**config.mk**
```make
export PLATFORM = sky130hd
export DESIGN_NAME = axi_read_slv
export DESIGN_NICKNAME = d
export VERILOG_FILES = /design/src/rtl/axi_read_slv.sv
export SDC_FILE = /design/constraint.sdc
export NUM_CORES = 1
export LEC_CHECK = 0
export CORE_UTILIZATION = 48
export DETAILED_ROUTE_END_ITERATION = 6
export GPL_TIMING_DRIVEN = 0
export PLACE_DENSITY_LB_ADDON = 0.25
export SYNTH_ARGS = -nofsm -noshare
export SYNTH_HDL_FRONTEND = slang
export SYNTH_SLANG_ARGS = --single-unit
```
**constraint.sdc**
```tcl
create_clock -name clk -period 3.9 [get_ports clk]
set_clock_uncertainty 0.2 [all_clocks]
set_input_delay 0.585 -clock clk [delete_from_list [all_inputs] [get_ports clk]]
set_output_delay 0.585 -clock clk [all_outputs]
set_load 0.01 [all_outputs]
```
**src/rtl/axi_read_slv.sv**
```systemverilog
// axi_read_slv: AXI4 read slave, one beat per 3 cycles against a 1-cycle-latency memory.
// Define AXI_READ_SLV_OUTSTAND_EN for a 2-entry AR queue that chains bursts without an idle cycle.
module axi_read_slv #(
  parameter int ID_WIDTH   = 4,
  parameter int ADDR_WIDTH = 10,
  parameter int DATA_WIDTH = 64
) (
  input  logic                  clk,
  input  logic                  rst_n,
  input  logic [ID_WIDTH-1:0]   ARID,
  input  logic [ADDR_WIDTH-1:0] ARADDR,
  input  logic [7:0]            ARLEN,
  input  logic [2:0]            ARSIZE,
  input  logic [1:0]            ARBURST,
  input  logic                  ARVALID,
  output logic                  ARREADY,
  output logic [ID_WIDTH-1:0]   RID,
  output logic [DATA_WIDTH-1:0] RDATA,
  output logic [1:0]            RRESP,
  output logic                  RLAST,
  output logic                  RVALID,
  input  logic                  RREADY,
  output logic                  mem_rd_en,
  output logic [ADDR_WIDTH-1:0] mem_rd_addr,
  input  logic [DATA_WIDTH-1:0] mem_rd_data
);
  localparam int EW = ID_WIDTH + ADDR_WIDTH + 13;
  typedef enum logic [1:0] {IDLE, REQ, CAP, RESP} state_t;
  state_t r_state, w_next;
  logic [ID_WIDTH-1:0] r_id;
  logic [ADDR_WIDTH-1:0] r_addr, w_bytes, w_mask, w_next_addr;
  logic [7:0] r_len, r_cnt, w_ld_len;
  logic [2:0] r_size, w_ld_size;
  logic [1:0] r_burst, w_ld_burst;
  logic r_err, r_arok, w_ar_hs, w_r_hs, w_last, w_ld_en, w_ld_err, w_q_ne;
  logic [DATA_WIDTH-1:0] r_data;
  logic [EW-1:0] w_ar, w_head, w_ld;
  assign w_ar = {ARID, ARADDR, ARLEN, ARSIZE, ARBURST};
  assign w_ar_hs = ARVALID & ARREADY;
  assign w_r_hs = RVALID & RREADY;
  assign w_last = r_cnt == r_len;
  // A queued burst takes priority; otherwise an AR arriving with the last beat is loaded directly.
  assign w_ld_en = (r_state == IDLE & w_ar_hs) | (w_r_hs & w_last & (w_q_ne | w_ar_hs));
  assign w_ld = w_q_ne ? w_head : w_ar;
  assign w_ld_len = w_ld[12:5];
  assign w_ld_size = w_ld[4:2];
  assign w_ld_burst = w_ld[1:0];
  assign w_ld_err = w_ld_burst == 2'b11 | w_ld_size > 3'd3 |
                    (w_ld_burst == 2'b10 & !(w_ld_len inside {8'd1, 8'd3, 8'd7, 8'd15}));
  assign w_bytes = ADDR_WIDTH'(1) << r_size;
  assign w_mask = ((ADDR_WIDTH'(r_len) + ADDR_WIDTH'(1)) << r_size) - ADDR_WIDTH'(1);
  assign w_next_addr = r_burst == 2'b00 ? r_addr :
                       r_burst == 2'b10 ? (r_addr & ~w_mask) | ((r_addr + w_bytes) & w_mask) :
                       r_addr + w_bytes;
`ifdef AXI_READ_SLV_OUTSTAND_EN
  logic [EW-1:0] r_q [2];
  logic r_wp, r_rp, w_push, w_pop;
  logic [1:0] r_qn;
  assign w_q_ne = r_qn != 2'd0;
  assign w_head = r_q[r_rp];
  assign w_pop = w_r_hs & w_last & w_q_ne;
  assign w_push = w_ar_hs & ~(w_ld_en & ~w_q_ne);
  assign ARREADY = r_arok & (r_qn != 2'd2);
  always_ff @(posedge clk or negedge rst_n)
    if (!rst_n) begin
      r_q <= '{default: '0};
      r_wp <= 1'b0;
      r_rp <= 1'b0;
      r_qn <= 2'd0;
    end else begin
      if (w_push) begin
        r_q[r_wp] <= w_ar;
        r_wp <= ~r_wp;
      end
      if (w_pop) r_rp <= ~r_rp;
      r_qn <= r_qn + {1'b0, w_push} - {1'b0, w_pop};
    end
`else
  assign w_q_ne = 1'b0;
  assign w_head = '0;
  assign ARREADY = r_arok & (r_state == IDLE);
`endif
  always_comb begin
    w_next = r_state;
    case (r_state)
      IDLE: w_next = w_ar_hs ? REQ : IDLE;
      REQ: w_next = CAP;
      CAP: w_next = RESP;
      default: w_next = !w_r_hs ? RESP : (!w_last || w_ld_en) ? REQ : IDLE;
    endcase
  end
  always_ff @(posedge clk or negedge rst_n)
    if (!rst_n) begin
      r_state <= IDLE;
      r_arok <= 1'b0;
      r_id <= '0;
      r_addr <= '0;
      r_len <= '0;
      r_size <= '0;
      r_burst <= '0;
      r_cnt <= '0;
      r_err <= 1'b0;
      r_data <= '0;
    end else begin
      r_state <= w_next;
      r_arok <= 1'b1;
      if (w_ld_en) begin
        {r_id, r_addr, r_len, r_size, r_burst} <= w_ld;
        r_cnt <= '0;
        r_err <= w_ld_err;
      end else if (w_r_hs) begin
        r_addr <= w_next_addr;
        r_cnt <= r_cnt + 8'd1;
      end
      if (r_state == CAP) r_data <= r_err ? '0 : mem_rd_data;
    end
  assign RVALID = r_state == RESP;
  assign RLAST = RVALID & w_last;
  assign RRESP = {r_err, 1'b0};
  assign RID = r_id;
  assign RDATA = r_data;
  assign mem_rd_en = r_state == REQ & ~r_err;
  assign mem_rd_addr = {r_addr[ADDR_WIDTH-1:3], 3'b000};
endmodule

```
Word-level counts from Yosys, hierarchy flattened --
Cells that the tools add are included.
Word-level totals: output and inout port bits 84, register bits after elaboration 103
Operators by class: order comparisons 1, bitwise gates (word level) 17, multiplexer cells 11, eq/ne operators 12, add/subtract/negate cells 4, reduce and logical (&&, ||, !) cells 8, shift operators 2
Operator list (number):
- 2-to-1 mux 64 bit | 1
- 2-to-1 mux 10 bit | 4
- bitwise AND 10 bit | 2
- 2-to-1 mux 8 bit | 2
- adder 10 bit | 1
- == test 2 bit (second input constant) | 5
- inverter 10 bit | 1
- OR 10 bit | 1
- left shift 1 x 3 -> 10 bit (first input constant) | 1
- left shift 9 x 3 -> 10 bit | 1
- subtractor 10 x 1 -> 10 bit (second input constant) | 1
- adder 8 x 1 -> 9 bit (second input constant) | 1
- bitwise AND 1 bit | 9
- adder 8 x 1 -> 8 bit (second input constant) | 1
- == test 8 x 1 -> 1 bit (second input constant) | 1
- == test 8 x 2 -> 1 bit (second input constant) | 1
- == test 8 x 3 -> 1 bit (second input constant) | 1
- == test 8 x 4 -> 1 bit (second input constant) | 1
- == test 8 bit | 1
- one-hot mux 2 bit (3 select lines) | 1
- logical NOT 2 bit | 2
- nonzero test 4 bit | 1
- greater-than comparator 3 x 2 -> 1 bit (second input constant) | 1
- OR 1 bit | 3
- 9 further kinds | 11

Longest topological paths before layout --
depth in word-level cells 10, depth in mapped cells 15

Least setup slack after synthesis --
Ideal clock, no wire load.
path type register to register, start register r_size[2], end register (tool-made name), buffers on the path 3, cell stages (with the launch flop) 16, period minus slack after synthesis 3345 ps, slack 555 ps, arrival 3014 ps, cell sequence dfrtp_1 -> clkbuf_1 -> clkbuf_1 -> buf_1 -> nor2_1 -> ha_1 -> fa_1 -> a21o_1 -> a21o_1 -> a21o_1 -> a21o_1 -> a21oi_1 -> o21ai_0 -> o211ai_1 -> xor2_1 -> o21ai_1
RTL lines:
- from (decl) | line 33 | logic [2:0] r_size, w_ld_size;
- from (signal assigned) | line 108 | {r_id, r_addr, r_len, r_size, r_burst} <= w_ld;

==> reports/qor.csv <==
stage,metric,value,unit
floorplanning,DIE WIDTH,113.8,um
setup_path,Max stage delay on crit path,0.41,ns
cts,Root Driver,clkbuf_16,
finish,share of layout cells above drive strength 1,6.143,%
pwr,PwrDens,792.8,nW/um^2
routing,Antenna Nets Post-Route,0,
setup_path,Crit path max-delay family,compound AO/OA/AOI/OAI gates,
setup_path,WP data required,3.92,ns
min_path,worst min path class,reg -> reg,
synthesis,Synth top area share,42.94,%
cts,CTS Buf Count,9,
sta,final hold vios,0,
synthesis,distinct cell type count after synthesis,66,
cts,Skew-Pair Late Insertion Delay,0.35,ns
setup_path,highest-delay cell along the critical path,fa_1,
sta,slew margin rel.,60.70,%
sta,final setup margin,0.2739,ns
sta,setup violators final,0,
placement,dpl hpwl,13070,um
synthesis,multiplexer share of the synthesized area,1.855,%
sta,Max Freq,0.2758,GHz
sta,unrepaired setup endpoints after global routing,no,
global_route,initial antenna violation count,0,
cts,CTS Sinks,103,
floorplanning,Starting Density,49.56,%
floorplanning,core area,12110,sq um
outcome,status,completed,
global_route,grt ovf,0,
synthesis,total number of yosys warnings,0,
synthesis,post-synthesis adder-cell area fraction,3.460,%
cts,"Reg clk slew, reported paths",0.07,ns
sta,Final Critical Period,3.626,ns
cts,H-tree levels,3,
cts,CTS max path bufs,2,
setup_path,worst path cell trace,clkbuf_1 > clkbuf_2 > buf_2 > nor2_1 > ha_1 > fa_1 > a21o_1 > a21o_1 > a21o_1 > a21o_1 > a21oi_1 > o21ai_0 > o211ai_1 > xor2_1 > o21ai_1,
synthesis,post-synthesis sequential area ratio,42.94,%
sta,Worst Tran Pin Value,0.5895,ns
synthesis,"count leader, synth",dfrtp_1,
placement,DP Worst Slack,0.02850,ns
pwr,Leakage,3.578,nW
setup_path,worst setup path class,reg -> reg,
setup_path,worst-path fanout max,10,
routing,DRT Pass-1 Iters,5,
synthesis,Synth Area in Simple Gates,20.74,%
sta,"Slew Viols, Final",0,
synthesis,Post-synth ARST share,100.0,%
synthesis,cell taking the most area after synthesis,dfrtp_1,
floorplanning,die area,12960,sq um
synthesis,most frequent cells after synthesis,"dfrtp_1, o21ai_0, nand2_1, inv_1, nand3b_1",
routing,DR iter-0 viols,308,
routing,DR vias,5565,
synthesis,"Avg Cell Area, Syn",8.775,sq um
synthesis,top_reg_cell synth,dfrtp_1,
flow_run,max-cap violations,0,
setup_path,Crit path arrival time,3.65,ns
placement,I/O Buffers,174,
cts,# Post-CTS Setup Buffers,0,
synthesis,Post-Synth XOR/XNOR Area,4.961,%
synthesis,synthesized flop and latch total,103,
finish,area added between synthesis and finish,38.63,%
global_route,vias in the first global route,5736,
finish,Final #Nets,985,
global_route,largest net degree at the start of global routing,73,
setup_path,"most used cell, CP",a21o_1,
synthesis,Mapped Cells,684,
sta,setup TNS,0,ns
setup_path,critical path launch point type,flip-flop,
routing,wire length per cell,16.52,um
sta,crit share post-route,92.98,%
floorplanning,Boundary Pins,179,
synthesis,Synth Cell Area,6002,sq um
global_route,Total GRT Usage,28.02,%
setup_path,Crit path buffers/inverters,3,
cts,CTS tree,yes,
placement,Final Wtd Congestion,0.9063,
synthesis,Synth area leaders,"dfrtp_1, nand3b_1, o21ai_0, nand2_1, inv_1",
routing,via density per instance,5.315,
global_route,first-pass GRT wire length,28280,um
pwr,worst vdd ir,423.9,uV
synthesis,Post-synth EDFFs,0,
synthesis,largest family of logic cells by synthesized area,simple AND/OR/NAND/NOR gates,
setup_path,Crit. End Element,flip-flop,
routing,Post-route DRC,0,
finish,diodes inserted,0,
floorplanning,Die Y,113.8,um
floorplanning,Cell Rows,40,
routing,routed wire length,17300,um
synthesis,compound-cell area share of the yosys netlist,16.14,%
## placed cells by master, fill, tap and decap left out, types with 4 or more instances in the layout
cell	Yosys	final
a211oi_1	4	4
a21o_1	9	9
a21oi_1	18	18
and3_1	6	6
buf_2	7	8
buf_4	14	15
clkbuf_1	35	34
clkbuf_16	0	9
clkdlybuf4s50_1	0	173
conb_1	2	5
dfrtp_1	103	103
ha_1	15	15
inv_1	72	72
mux2i_1	10	10
nand2_1	76	76
nand3_1	9	9
nand3b_1	65	65
nand4_1	6	6
nor2_1	33	33
nor2b_1	4	4
nor3_1	8	8
o211ai_1	6	6
o21a_1	4	4
o21ai_0	81	81
o21ai_1	6	6
xnor2_1	21	21
xor2_1	13	13
## power by group
| part | leakage, nW | switching (W) | internal [W] |
|---|---|---|---|
| combinational | 2.11 | 0.00204 | 0.00179 |
| sequential | 1.31 | 0.000281 | 0.00151 |
| clock | 0.155 | 0.000419 | 0.000552 |
## timing repair
| item | 4_1_cts | 5_1_grt |
|---|---|---|
| endpoints found under the hold margin | 31 | 0 |
| hold buffers | 1 | 0 |
| setup endpoints to repair | 1 | 1 |
| resized for setup | 1 | 2 |
## metrics by stage
step	utilization [%]	area (sq um)	total power [W]	hold slack [ns]	cells
6_report	68.70	8320	0.006597	0.2867	1047
5_1_grt	68.70	8320	0.007080	0.3203	1047
4_1_cts	68.69	8319	0.006607	0.2890	1047
3_5_place_dp	65.97	7990	0.005606	0.2676	1030
3_3_place_gp	65.76	7965	0.005513	0.2632	1029
2_1_floorplan	-	6013	0.004131	0.08941	687
## final timing paths
path,startpoint,end,slack (ns),depth (start not counted)
worst max register to register,r_size[2],flip-flop,0.27,15
max in group asynchronous,rst_n,r_cnt[4],2.26,3
worst max-delay path,r_size[2],flip-flop,0.27,15
worst min-delay path,RID[2],RID[2],0.29,2
worst min register to register,RID[2],RID[2],0.29,2
min in group asynchronous,rst_n,RDATA[19],0.53,2
## routing by layer
layer,vias to the layer above,track usage [%],share of wire (%)
met5,-,0,0
met4,0,14.29,3.9
met3,44,7.545,6.5
met2,202,44.96,47
met1,2656,34.89,42
li1,2663,-,-
## sequential cells by signal (all words and copies together) (netlist names), named ones only
register and flops:
RDATA 64, RID 4, r_arok 1, r_burst 2
r_cnt 8, r_err 1, r_len 8, r_size 3
r_state 2
## tightest hold or removal path: cells and delay by family, from the launching register on
| family | cells | cell delay [ns] |
|---|---|---|
| AND/OR/NAND/NOR | 2 | 0.12 |
| flip-flops | 1 | 0.34 |
## final cells by class
type                            count  area [sq um]
Inverter                           72         270.3
Tap cell                          168         210.2
Clock buffer                       12         266.5
Clock inverter                      4         51.30
Timing Repair Buffer              176          1777
Multi-Input combinational cell    451          2849
Buffer                             61         319.1
Sequential cell                   103          2577
Fill cell                         976          3791
## kinds of logic (layout without fill, tap and decap cells)
kind of cell             after synthesis  count (layout)
AND/OR/NAND/NOR                      228             228
other                                  2               5
multiplexers                          11              11
buffers and inverters                133             325
adder cells (fa/ha/maj)               16              16
XOR/XNOR                              34              34
AO/OA/AOI/OAI                        157             157
flip-flops                           103             103
Note: power is estimated with default switching activity, not from simulation.
